**config.mk**
```make
export PLATFORM = sky130hd
export DESIGN_NAME = fuzz_top_datapath
export DESIGN_NICKNAME = d
export VERILOG_FILES = /design/src/rtl/fuzz_top_datapath.sv
export SDC_FILE = /design/constraint.sdc
export NUM_CORES = 1
export LEC_CHECK = 0
export CAP_MARGIN = 15
export CORE_AREA = 3 3 235 237
export DETAILED_ROUTE_END_ITERATION = 7
export DIE_AREA = 0 0 238 240
export DONT_BUFFER_PORTS = 1
export GPL_ROUTABILITY_DRIVEN = 0
export PLACE_DENSITY_LB_ADDON = 0.25
export SLEW_MARGIN = 20
export SYNTH_ARGS = -nofsm -noshare
export SYNTH_HDL_FRONTEND = slang
export SYNTH_SLANG_ARGS = --single-unit
```
**constraint.sdc**
```tcl
create_clock -name clk -period 12.75 [get_ports clk]
set_clock_uncertainty 0.2 [all_clocks]
set_input_delay 2.55 -clock clk [delete_from_list [all_inputs] [get_ports clk]]
set_output_delay 2.55 -clock clk [all_outputs]
set_load 0.01 [all_outputs]
```
**src/rtl/fuzz_top_datapath.sv**
```systemverilog
// Registered mixed-arithmetic datapath packing all state into status word y.
// Optional macro ACC_SAT_EN: saturate the accumulator instead of wrapping.
module fuzz_top_datapath #(
    parameter int          HIST_DEPTH = 10,
    parameter logic [31:0] LFSR_SEED  = 32'h0000_0001
) (
    input  logic                         clk,
    input  logic                         rst_n,
    input  logic [19:0]                  wire0,
    input  logic [12:0]                  wire1,
    input  logic [20:0]                  wire2,
    input  logic [17:0]                  wire3,
    output logic [260+28*HIST_DEPTH:0]   y
);

    logic [19:0] r0;
    logic [12:0] r1;
    logic [20:0] r2;
    logic [17:0] r3;

    logic [20:0] sum;
    logic [21:0] diff;
    logic [33:0] prod;
    logic [63:0] acc;
    logic [31:0] lfsr;
    logic [15:0] cnt;
    logic [27:0] hist [HIST_DEPTH];

    logic [33:0] r1_x;
    logic [33:0] r2_x;
    logic [33:0] p;
    logic [27:0] f;
    logic [63:0] acc_nxt;
    logic [28*HIST_DEPTH-1:0] hflat;

    assign r1_x = {{21{r1[12]}}, r1};
    assign r2_x = {{13{r2[20]}}, r2};
    // Both operands pre-extended to 34 bits, so the low 34 bits are exact.
    assign p    = r1_x * r2_x;
    assign f    = {r2[20:13], r0 ^ {2'b00, r3}};

`ifdef ACC_SAT_EN
    logic [64:0] acc_ext;
    assign acc_ext = {acc[63], acc} + {{31{p[33]}}, p};

    always_comb begin
        acc_nxt = acc_ext[63:0];
        if (acc_ext[64] != acc_ext[63]) begin
            acc_nxt = acc_ext[64] ? 64'h8000_0000_0000_0000
                                  : 64'h7FFF_FFFF_FFFF_FFFF;
        end
    end
`else
    assign acc_nxt = acc + {{30{p[33]}}, p};
`endif

    always_ff @(posedge clk or negedge rst_n) begin
        if (!rst_n) begin
            r0   <= '0;
            r1   <= '0;
            r2   <= '0;
            r3   <= '0;
            sum  <= '0;
            diff <= '0;
            prod <= '0;
            acc  <= '0;
            lfsr <= LFSR_SEED;
            cnt  <= '0;
            for (int i = 0; i < HIST_DEPTH; i++) begin
                hist[i] <= '0;
            end
        end else begin
            r0   <= wire0;
            r1   <= wire1;
            r2   <= wire2;
            r3   <= wire3;
            sum  <= {1'b0, r0} + {3'b000, r3};
            diff <= {r2[20], r2} - {{9{r1[12]}}, r1};
            prod <= p;
            acc  <= acc_nxt;
            lfsr <= {lfsr[30:0],
                     lfsr[31] ^ lfsr[21] ^ lfsr[1] ^ lfsr[0]};
            cnt  <= cnt + 16'd1;
            hist[0] <= f;
            for (int i = 1; i < HIST_DEPTH; i++) begin
                hist[i] <= hist[i-1];
            end
        end
    end

    always_comb begin
        hflat = '0;
        for (int i = 0; i < HIST_DEPTH; i++) begin
            hflat[28*i +: 28] = hist[i];
        end
    end

    assign y = {acc, prod, sum, diff, r0, r1, r2, r3,
                lfsr, cnt, hflat};

endmodule

```
After elaboration in Yosys (flattened, before gate mapping)
Index checks and enable logic that the tools add are counted.

operators by class
  multiplexer cells = 0
  bitwise logic cells = 4
  shift operators = 0
  divide/modulo/power cells = 0
  add/sub/neg operators = 4
  order comparisons = 0
  equal/unequal tests = 0
  multipliers = 1
  reduce and logical (&&, ||, !) cells = 0

operators by type and width
  operator                                        number
  adder 64 bit                                    1
  multiplier 13 x 21 -> 34 bit                    1
  subtractor 21 x 13 -> 22 bit                    1
  adder 20 x 18 -> 21 bit                         1
  XOR 20 x 18 -> 20 bit                           1
  adder 16 x 1 -> 16 bit (second input constant)  1
  XOR 1 bit                                       3

storage, ports and cells
  memories = 0
  logic and storage cells = 29
  bits in latches = 0
  flip-flop bits (word level) = 541
  RAM bits = 0
  input port bits = 74
  bits in read-only memories = 0

Logic depth before layout (Yosys ltp)
Gate-level depths: netlist (run 1).

  depth after elaboration = 3
  gate-level depth with buffers = 38
  gate-level depth less buffers = 37

Least setup slack after synthesis (run 1)
Ideal clock, no wire load.

  path type = reg2reg
  start = register r1[12]
  end = register acc[63]
  stages on the path, launching flop included = 33
  setup slack = 2637 ps
  setup time = 136 ps
  path buffers = 1
  data arrival time = 9776 ps
  cells stage by stage = dfrtp_1 inv_1 clkbuf_1 nor2_1 fa_1 fa_1 fa_1 fa_1 fa_1 ha_1 ha_1 a21oi_1 o21ai_0 a21o_1 a22oi_4 a31oi_4 a41oi_2 a21oi_2 a41o_1 o41ai_4 xnor2_1 ha_1 a21oi_1 o21ai_0 a211oi_1 nor3_1 o31ai_1 o21ai_1 o41ai_1 o2bb2ai_1 o31ai_1 a21oi_1 xnor3_1

on the way
  cells in the longest elaborated chain, start to end = 2

ends and longest elaborated chain
  item                          RTL line  source
  start, declared               17        logic [12:0] r1;
  start signal, assigned        74        r1 <= wire1;
  multiplier 13 x 21 -> 34 bit  39        assign p = r1_x * r2_x;
  named net p[33]               31        logic [33:0] p;
  adder 64 bit                  54        assign acc_nxt = acc + {{30{p[33]}}, p};
  named net acc_nxt[63]         33        logic [63:0] acc_nxt;
  end signal, assigned          80        acc <= acc_nxt;
  end, declared                 24        logic [63:0] acc;

The timed path passes the listed nets, and every way through them passes these cells.

Worst setup path after layout (run 1)
  start = register r1[5]
  end = register acc[63]

The elaborated chain is that of the path after synthesis.

==> results.json, run 1 <==
{
  "dp_hpwl_um": 55200,
  "vias": 17600,
  "post_cts_buffers": 0,
  "design_area_um2": 31000,
  "worst_ep_required_time_ps": 13040,
  "worstMarginPinSlew_ps": 1280,
  "fin_nets": 2917,
  "yosys-top-cells-area": "dfrtp_1, fa_1, ha_1",
  "clock_path_buffers": 3,
  "rsz0062_at_grt": "no",
  "post-route-period-util": 0.812,
  "cts.repair.resized": 0,
  "wl_per_cell_um": 22.9,
  "cts-root-buf": "clkbuf_16",
  "ys_warn_count": 0,
  "max_stage_delay_ps": 1010,
  "timing.fmax_mhz": 96.6,
  "synthFlopType": "dfrtp_1",
  "synthTopCellsByCount": "dfrtp_1, inv_1, fa_1",
  "antenna_found_initial": 2,
  "tritoncts": "built",
  "timing.critical_path.slowest_stage_cell": "dfrtp_1",
  "status": "finished, final reports clean",
  "grt_max_degree": 541,
  "crit_type": "flop to flop",
  "insertion_delay_ps": 600,
  "cts_buffers": 53,
  "setup-tns-final_ps": 0,
  "syn_to_final_growth_pct": 8.56,
  "drive_above_1_share": 0.0495,
  "cp-start-kind": "flop",
  "synth.top_cell.area_share": 0.472,
  "maxSlewHeadroom": 0.146,
  "post-route-drc-count": 0,
  "cpMostUsedCell": "fa_1",
  "synthDistinctLibCells": 70,
  "io_buffers": 0,
  "wirelength_um": 71600,
  "die_w_um": 238,
  "post-route-min-period_ps": 10350,
  "grt_usage": 0.254,
  "hp-class": "flop to flop",
  "cp-end-kind": "flop",
  "synth_nets": 2930,
  "final_util": 0.580,
  "syn_inst": 2396,
  "clkSinkCount": 540,
  "die-height_um": 240,
  "grt_pass1_vias": 18800,
  "grt_overflow": 0,
  "ys_async_sr_fraction": 1.00,
  "seq_area_frac_synth": 0.473,
  "setup-violations-final": 0,
  "pin_count": 615,
  "drt-initial-drc-count": 999,
  "synth_edf_count": 0,
  "cts.htree.levels": 2,
  "dieArea_um2": 57100,
  "grt_pass1_wl_um": 111000,
  "detailed_place.area_um2": 29200,
  "worstPathArrival_ps": 10650,
  "synth.avg_cell_area_um2": 11.9,
  "rows": 85,
  "clk_pin_slew_ps": 60,
  "dr.pass1.iters": 6,
  "routed_via_density": 5.63,
  "synthMostInstantiatedCell": "dfrtp_1",
  "synth_seq_cells": 540,
  "path_max_fanout": 32,
  "maxCapViolations": 0,
  "start_util": 0.535,
  "cts-hold-fix-buffers": 0,
  "slew_violations": 0,
  "coreArea_um2": 53500,
  "synth_area_um2": 28600,
  "hold_violations": 0,
  "yosysTopAreaCell": "dfrtp_1",
  "fillers": 4289,
  "ant_nets": 0
}
path summary, 6_finish.rpt:
kind / startpoint / end / slack [ps] / cells after the start
max: r1[5] / acc[63] / 2400 / 32
min: y[83] / y[111] / 240 / 0
max reg2reg: r1[5] / acc[63] / 2400 / 32
min reg2reg: y[83] / y[111] / 240 / 0
max in group asynchronous: rst_n / acc[26] / 9870 / 0
min in group asynchronous: rst_n / y[253] / 1450 / 0
final cells by class:
class / instances / area, um2 / area share
timing repair buffer: 6 / 45.0 / 0.00145
clock buffer: 69 / 1480 / 0.0476
clock inverter: 29 / 365 / 0.0118
multi-input combinational: 1496 / 13700 / 0.441
inverter: 286 / 1070 / 0.0346
tap: 696 / 871 / 0.0280
sequential: 540 / 13500 / 0.435
antenna: 1 / 2.50 / 0.0000806
layout by cell type (no fill, tap or decap), drive strengths merged, types with 10 or more instances in the layout:
cell      n
o21ai    67
dfrtp   539
clkinv   20
o211ai   10
and2     59
xor2     38
nand2   223
nor2b    16
o21bai   13
a31oi    14
nand2b   16
o21a     16
nand3    23
fa      253
xnor2    96
nor3     24
clkbuf   69
a21o     44
a21oi   118
nor2    125
ha      207
nand4    22
inv     286
and3     19
critical path: cells and delay by family, from the launching register on:
kind	cells	cell delay (ps)
flops	1	1010
fa+ha+maj	8	3800
compound gates	17	3610
buf+inv	2	440
simple gates	3	820
xor+xnor	2	370
state kept, by name (all words and copies together) (netlist names):
signal / count
y: 280
acc: 64
prod: 34
lfsr: 32
diff: 22
r2: 21
r0: 20
sum: 20
r3: 18
cnt: 16
r1: 13
stage by stage:
stage / cells / worst slack (ps) / hold slack (ps)
2_1_floorplan: 2396 / 2640 / 199
3_3_place_gp: 3024 / 2530 / 227
3_5_place_dp: 3024 / 2440 / 225
4_1_cts: 3122 / 2410 / 238
5_1_grt: 3123 / 1740 / 248
6_report: 3123 / 2400 / 236
kinds of logic after synthesis:
logic type,after synthesis,share of synthesized area
and+or+nand+nor,558,0.0905
DFF,540,0.473
adders and majority gates,460,0.268
buffers and inverters,360,0.0487
AOI/OAI and AO/OA,342,0.0784
xor gates and xnor gates,135,0.0418
muxes,1,0.000350
per-layer routing:
layer / GRT usage / part of all wire / vias up
li1: - / - / 7725
met1: 0.318 / 0.39 / 8914
met2: 0.426 / 0.48 / 823
met3: 0.0810 / 0.097 / 131
met4: 0.0757 / 0.030 / 0
met5: 0 / 0 / -
Power of run 1 is left out: the tool's default activity adds up to more than one toggle a clock period on the data nets, which glitch-free logic cannot reach.
==> run 2, diff against run 1 <==
==> constraint.sdc (replaced) <==
create_clock -name clk -period 9.8 [get_ports clk]
set_clock_uncertainty 0.2 [all_clocks]
set_input_delay 1.96 -clock clk [delete_from_list [all_inputs] [get_ports clk]]
set_output_delay 1.96 -clock clk [all_outputs]
set_load 0.01 [all_outputs]
==> run 2 against run 1 <==
  * Flip-flop and latch count did not move
  * Final cell count increased by 1.5%
  * Critical path type unchanged
  * Global-route usage increased by 0.28 points
==> results.json, run 2 (synthesis results as in run 1) <==
{
  "status": "finished, final reports clean",
  "layout_commonest_cell": "dfrtp_1",
  "clkSinkCount": 540,
  "syn_to_final_growth_pct": 10.1,
  "cts_buffers": 55,
  "hold_end": "y[244]",
  "timing.fmax_mhz": 106,
  "worst_ep_required_time_ps": 10070,
  "detailed_place.area_um2": 29500,
  "cp-start-kind": "flop",
  "holdWs_ps": 236,
  "tritoncts": "built",
  "post-route-min-period_ps": 9410,
  "r2r_start": "r1[5]",
  "hp-class": "flop to flop",
  "r2r_cells": 33,
  "coreArea_um2": 53500,
  "wirelength_um": 74300,
  "cts-root-buf": "clkbuf_16",
  "dieArea_um2": 57100,
  "hold_depth": 0,
  "path_max_fanout": 13,
  "fin_nets": 2966,
  "drt-initial-drc-count": 1216,
  "drive_above_1_share": 0.0752,
  "grt_max_degree": 541,
  "grt_pass1_wl_um": 112000,
  "met1_length_um": 30600,
  "clock_path_buffers": 3,
  "worstMarginPinSlew_ps": 1090,
  "wl_per_cell_um": 23.4,
  "max_stage_delay_ps": 560,
  "timing.critical_path.slowest_stage_cell": "dfrtp_1",
  "start_util": 0.535,
  "r2r_slack_ps": 390,
  "worstPathArrival_ps": 9690,
  "die-height_um": 240,
  "fillers": 4354,
  "die_w_um": 238,
  "antenna_cells": 0,
  "top_layer": "met5",
  "routed_via_density": 5.63,
  "setup-violations-final": 0,
  "rsz0062_at_grt": "yes",
  "wl_met3_um": 6690,
  "dp_hpwl_um": 58300,
  "rows": 85,
  "slew_violations": 0,
  "regToRegEndpoint": "acc[52]",
  "vias": 17800,
  "maxSlewHeadroom": 0.274,
  "design_area_um2": 31500,
  "grt_usage": 0.257,
  "clk_pin_slew_ps": 60,
  "post-route-period-util": 0.961,
  "pin_count": 615,
  "ant_nets": 0,
  "post-route-drc-count": 0,
  "setup-tns-final_ps": 0,
  "route.met2.wl_um": 35000,
  "largest_reg_flops": 280,
  "antenna_found_initial": 2,
  "crit_type": "flop to flop",
  "dr.pass1.iters": 5,
  "insertion_delay_ps": 610,
  "cpMostUsedCell": "fa_1",
  "hold_start": "y[216]",
  "cts.htree.levels": 2,
  "most-common-layout-cells": "dfrtp_1, inv_1, fa_1, nand2_1, ha_1",
  "grt_overflow": 0,
  "maxCapViolations": 0,
  "hold_violations": 0,
  "io_buffers": 0,
  "grt_pass1_vias": 18600,
  "cp-end-kind": "flop"
}
run 2: how the worst max path moves through the flow:
| stage | start | to | slack, ps | depth (start not counted) |
|---|---|---|---|---|
| floorplan | r1[12] | acc[63] | 350 | 32 |
| global placement | r2[5] | acc[63] | 220 | 30 |
| detailed placement | r2[5] | acc[63] | 120 | 30 |
| CTS | r2[5] | acc[45] | 70 | 30 |
| global route | r2[13] | acc[52] | -30 | 33 |
| finish | r1[5] | acc[52] | 390 | 33 |
run 2: repair_timing:
item	CTS	global route
hold buffers	0	0
endpoints found under the setup margin	0	15
buffers inserted	0	4
resized for setup	0	27
run 2: worst max-delay path: cells and delay by family (launching register included):
kind	cells	cell delay, ps
compound gates	17	3600
fa+ha+maj	8	3530
buf+inv	3	580
simple gates	4	580
flops	1	560
xor+xnor	1	220
run 2: stage by stage:
step | cells | setup WS, ps | utilization
floorplan | 2396 | 355 | -
global placement | 3067 | 223 | 0.552
detailed placement | 3067 | 116 | 0.552
CTS | 3166 | 73.5 | 0.585
global route | 3170 | -34.4 | 0.589
finish | 3170 | 387 | 0.589
run 2: metal layers:
layer / vias to the layer above / global-route usage
met4: 2 / 0.0755
li1: 7808 / -
met3: 131 / 0.0704
met2: 740 / 0.407
met5: - / 0
met1: 9153 / 0.351
run 2: area by class of cell:
cell class                 instances  area, um2  share of cell area
sequential                       540      13500               0.429
tap                              696        871              0.0276
inverter                         286       1070              0.0341
multi-input combinational       1496      13800               0.439
clock inverter                    28        285             0.00906
timing repair buffer              53        402              0.0128
clock buffer                      71       1510              0.0478
Power of run 2 is left out for the same reason.
==> run 3, diff against run 2 <==
--- a/config.mk
+++ b/config.mk
@@ -10,7 +10,6 @@
 export DETAILED_ROUTE_END_ITERATION = 7
 export DIE_AREA = 0 0 238 240
 export DONT_BUFFER_PORTS = 1
-export GPL_ROUTABILITY_DRIVEN = 0
 export PLACE_DENSITY_LB_ADDON = 0.25
 export SLEW_MARGIN = 20
 export SYNTH_ARGS = -nofsm -noshare
==> run 3 against run 2 <==
  * The flow now finishes with violations (slew limit)
  * Hold slack better by 6.3 ps
  * Die area stayed put
  * Register-to-register slack better by 60 ps
  * Design area is 0.44% higher
  * Core utilization is 0.26 points higher
  * Highest routed layer is now met4
==> results.json, run 3 (synthesis results as in run 1) <==
{
  "start_util": 0.535,
  "cts.htree.levels": 2,
  "worstMarginPinSlew_ps": 1750,
  "drt-initial-drc-count": 1099,
  "syn_to_final_growth_pct": 10.6,
  "dpl_worst_slack_ps": 72.8,
  "dr.pass1.iters": 5,
  "drive_above_1_share": 0.0735,
  "cp-end-kind": "flop",
  "ant_nets": 0,
  "dp_hpwl_um": 59600,
  "hold_violations": 0,
  "post-route-drc-count": 0,
  "antenna_found_initial": 2,
  "setup-violations-final": 0,
  "timing.final.ws_setup_ps": 450,
  "worstPathArrival_ps": 9600,
  "grt_usage": 0.261,
  "wl_per_cell_um": 23.6,
  "insertion_delay_ps": 610,
  "crit_type": "flop to flop",
  "largest_reg_flops": 280,
  "status": "complete, but fails checks",
  "post-route-period-util": 0.954,
  "clk_pin_slew_ps": 60,
  "tritoncts": "built",
  "cts-root-buf": "clkbuf_16",
  "routed_via_density": 5.57,
  "violations": "slew limit",
  "maxSlewHeadroom": -0.165,
  "io_buffers": 0,
  "dieArea_um2": 57100,
  "setup-tns-final_ps": 0,
  "worst_ep_required_time_ps": 10050,
  "post-route-min-period_ps": 9350,
  "cpMostUsedCell": "fa_1",
  "grt_pass1_vias": 18400,
  "crit_buf_inv": 2,
  "grt_overflow": 0,
  "timing.fmax_mhz": 107,
  "pin_count": 615,
  "path_max_fanout": 7,
  "maxCapViolations": 0,
  "coreArea_um2": 53500,
  "cp-start-kind": "flop",
  "layout_commonest_cell": "dfrtp_1",
  "timing.critical_path.slowest_stage_cell": "fa_1",
  "clock_path_buffers": 3,
  "rsz0062_at_grt": "yes",
  "fin_nets": 2967,
  "grt_pass1_wl_um": 114000,
  "wirelength_um": 75100,
  "most-common-layout-cells": "dfrtp_1, inv_1, fa_1, nand2_1, ha_1",
  "rows": 85,
  "hp-class": "flop to flop",
  "max_stage_delay_ps": 580,
  "final_util": 0.591,
  "cts-hold-fix-buffers": 0,
  "cp_top_family": "adder cells",
  "die-height_um": 240,
  "grt_max_degree": 541,
  "slew_violations": 165,
  "die_w_um": 238,
  "cts_buffers": 54,
  "gp_congestion": 0.929,
  "clkSinkCount": 540,
  "vias": 17700
}
[run 3: routing by layer]
metal  share of wire  GRT usage  wire length, um  up-vias
li1                -          -                -     7829
met3           0.095     0.0881             7150       93
met1            0.42      0.357            31400     9068
met5               0          0                0        -
met2            0.47      0.414            35200      701
met4           0.018     0.0522             1340        0
[run 3: stage by stage]
step,hold slack [ps],area (um2),std cells
2_1_floorplan,199,28600,2396
3_3_place_gp,227,29600,3071
3_5_place_dp,225,29600,3071
4_1_cts,246,31600,3172
5_1_grt,252,31600,3173
6_report,242,31600,3174
[run 3: timing repair]
action | CTS | global route
setup endpoints to repair | 2 | 14
pin swaps | 1 | 1
buffers inserted | 2 | 0
resized for setup | 0 | 15
[run 3: final timing paths]
check,startpoint,to,slack [ps],cells after the start
min,y[91],y[119],240,0
max in group asynchronous,rst_n,r1[2],7020,0
min reg2reg,y[91],y[119],240,0
max,r2[3],acc[63],450,32
max reg2reg,r2[3],acc[63],450,32
min in group asynchronous,rst_n,lfsr[14],850,0
[run 3: final cells by class]
class / instances / area (um2)
clock buffers: 76 / 1580
clock inverters: 23 / 397
inverters: 286 / 1070
repair buffers: 55 / 413
flip-flops and latches: 540 / 13500
fillers: 4298 / 21900
multi-input cells: 1496 / 13800
well taps: 696 / 871
diodes: 2 / 5.00
Power of run 3 is left out for the same reason.
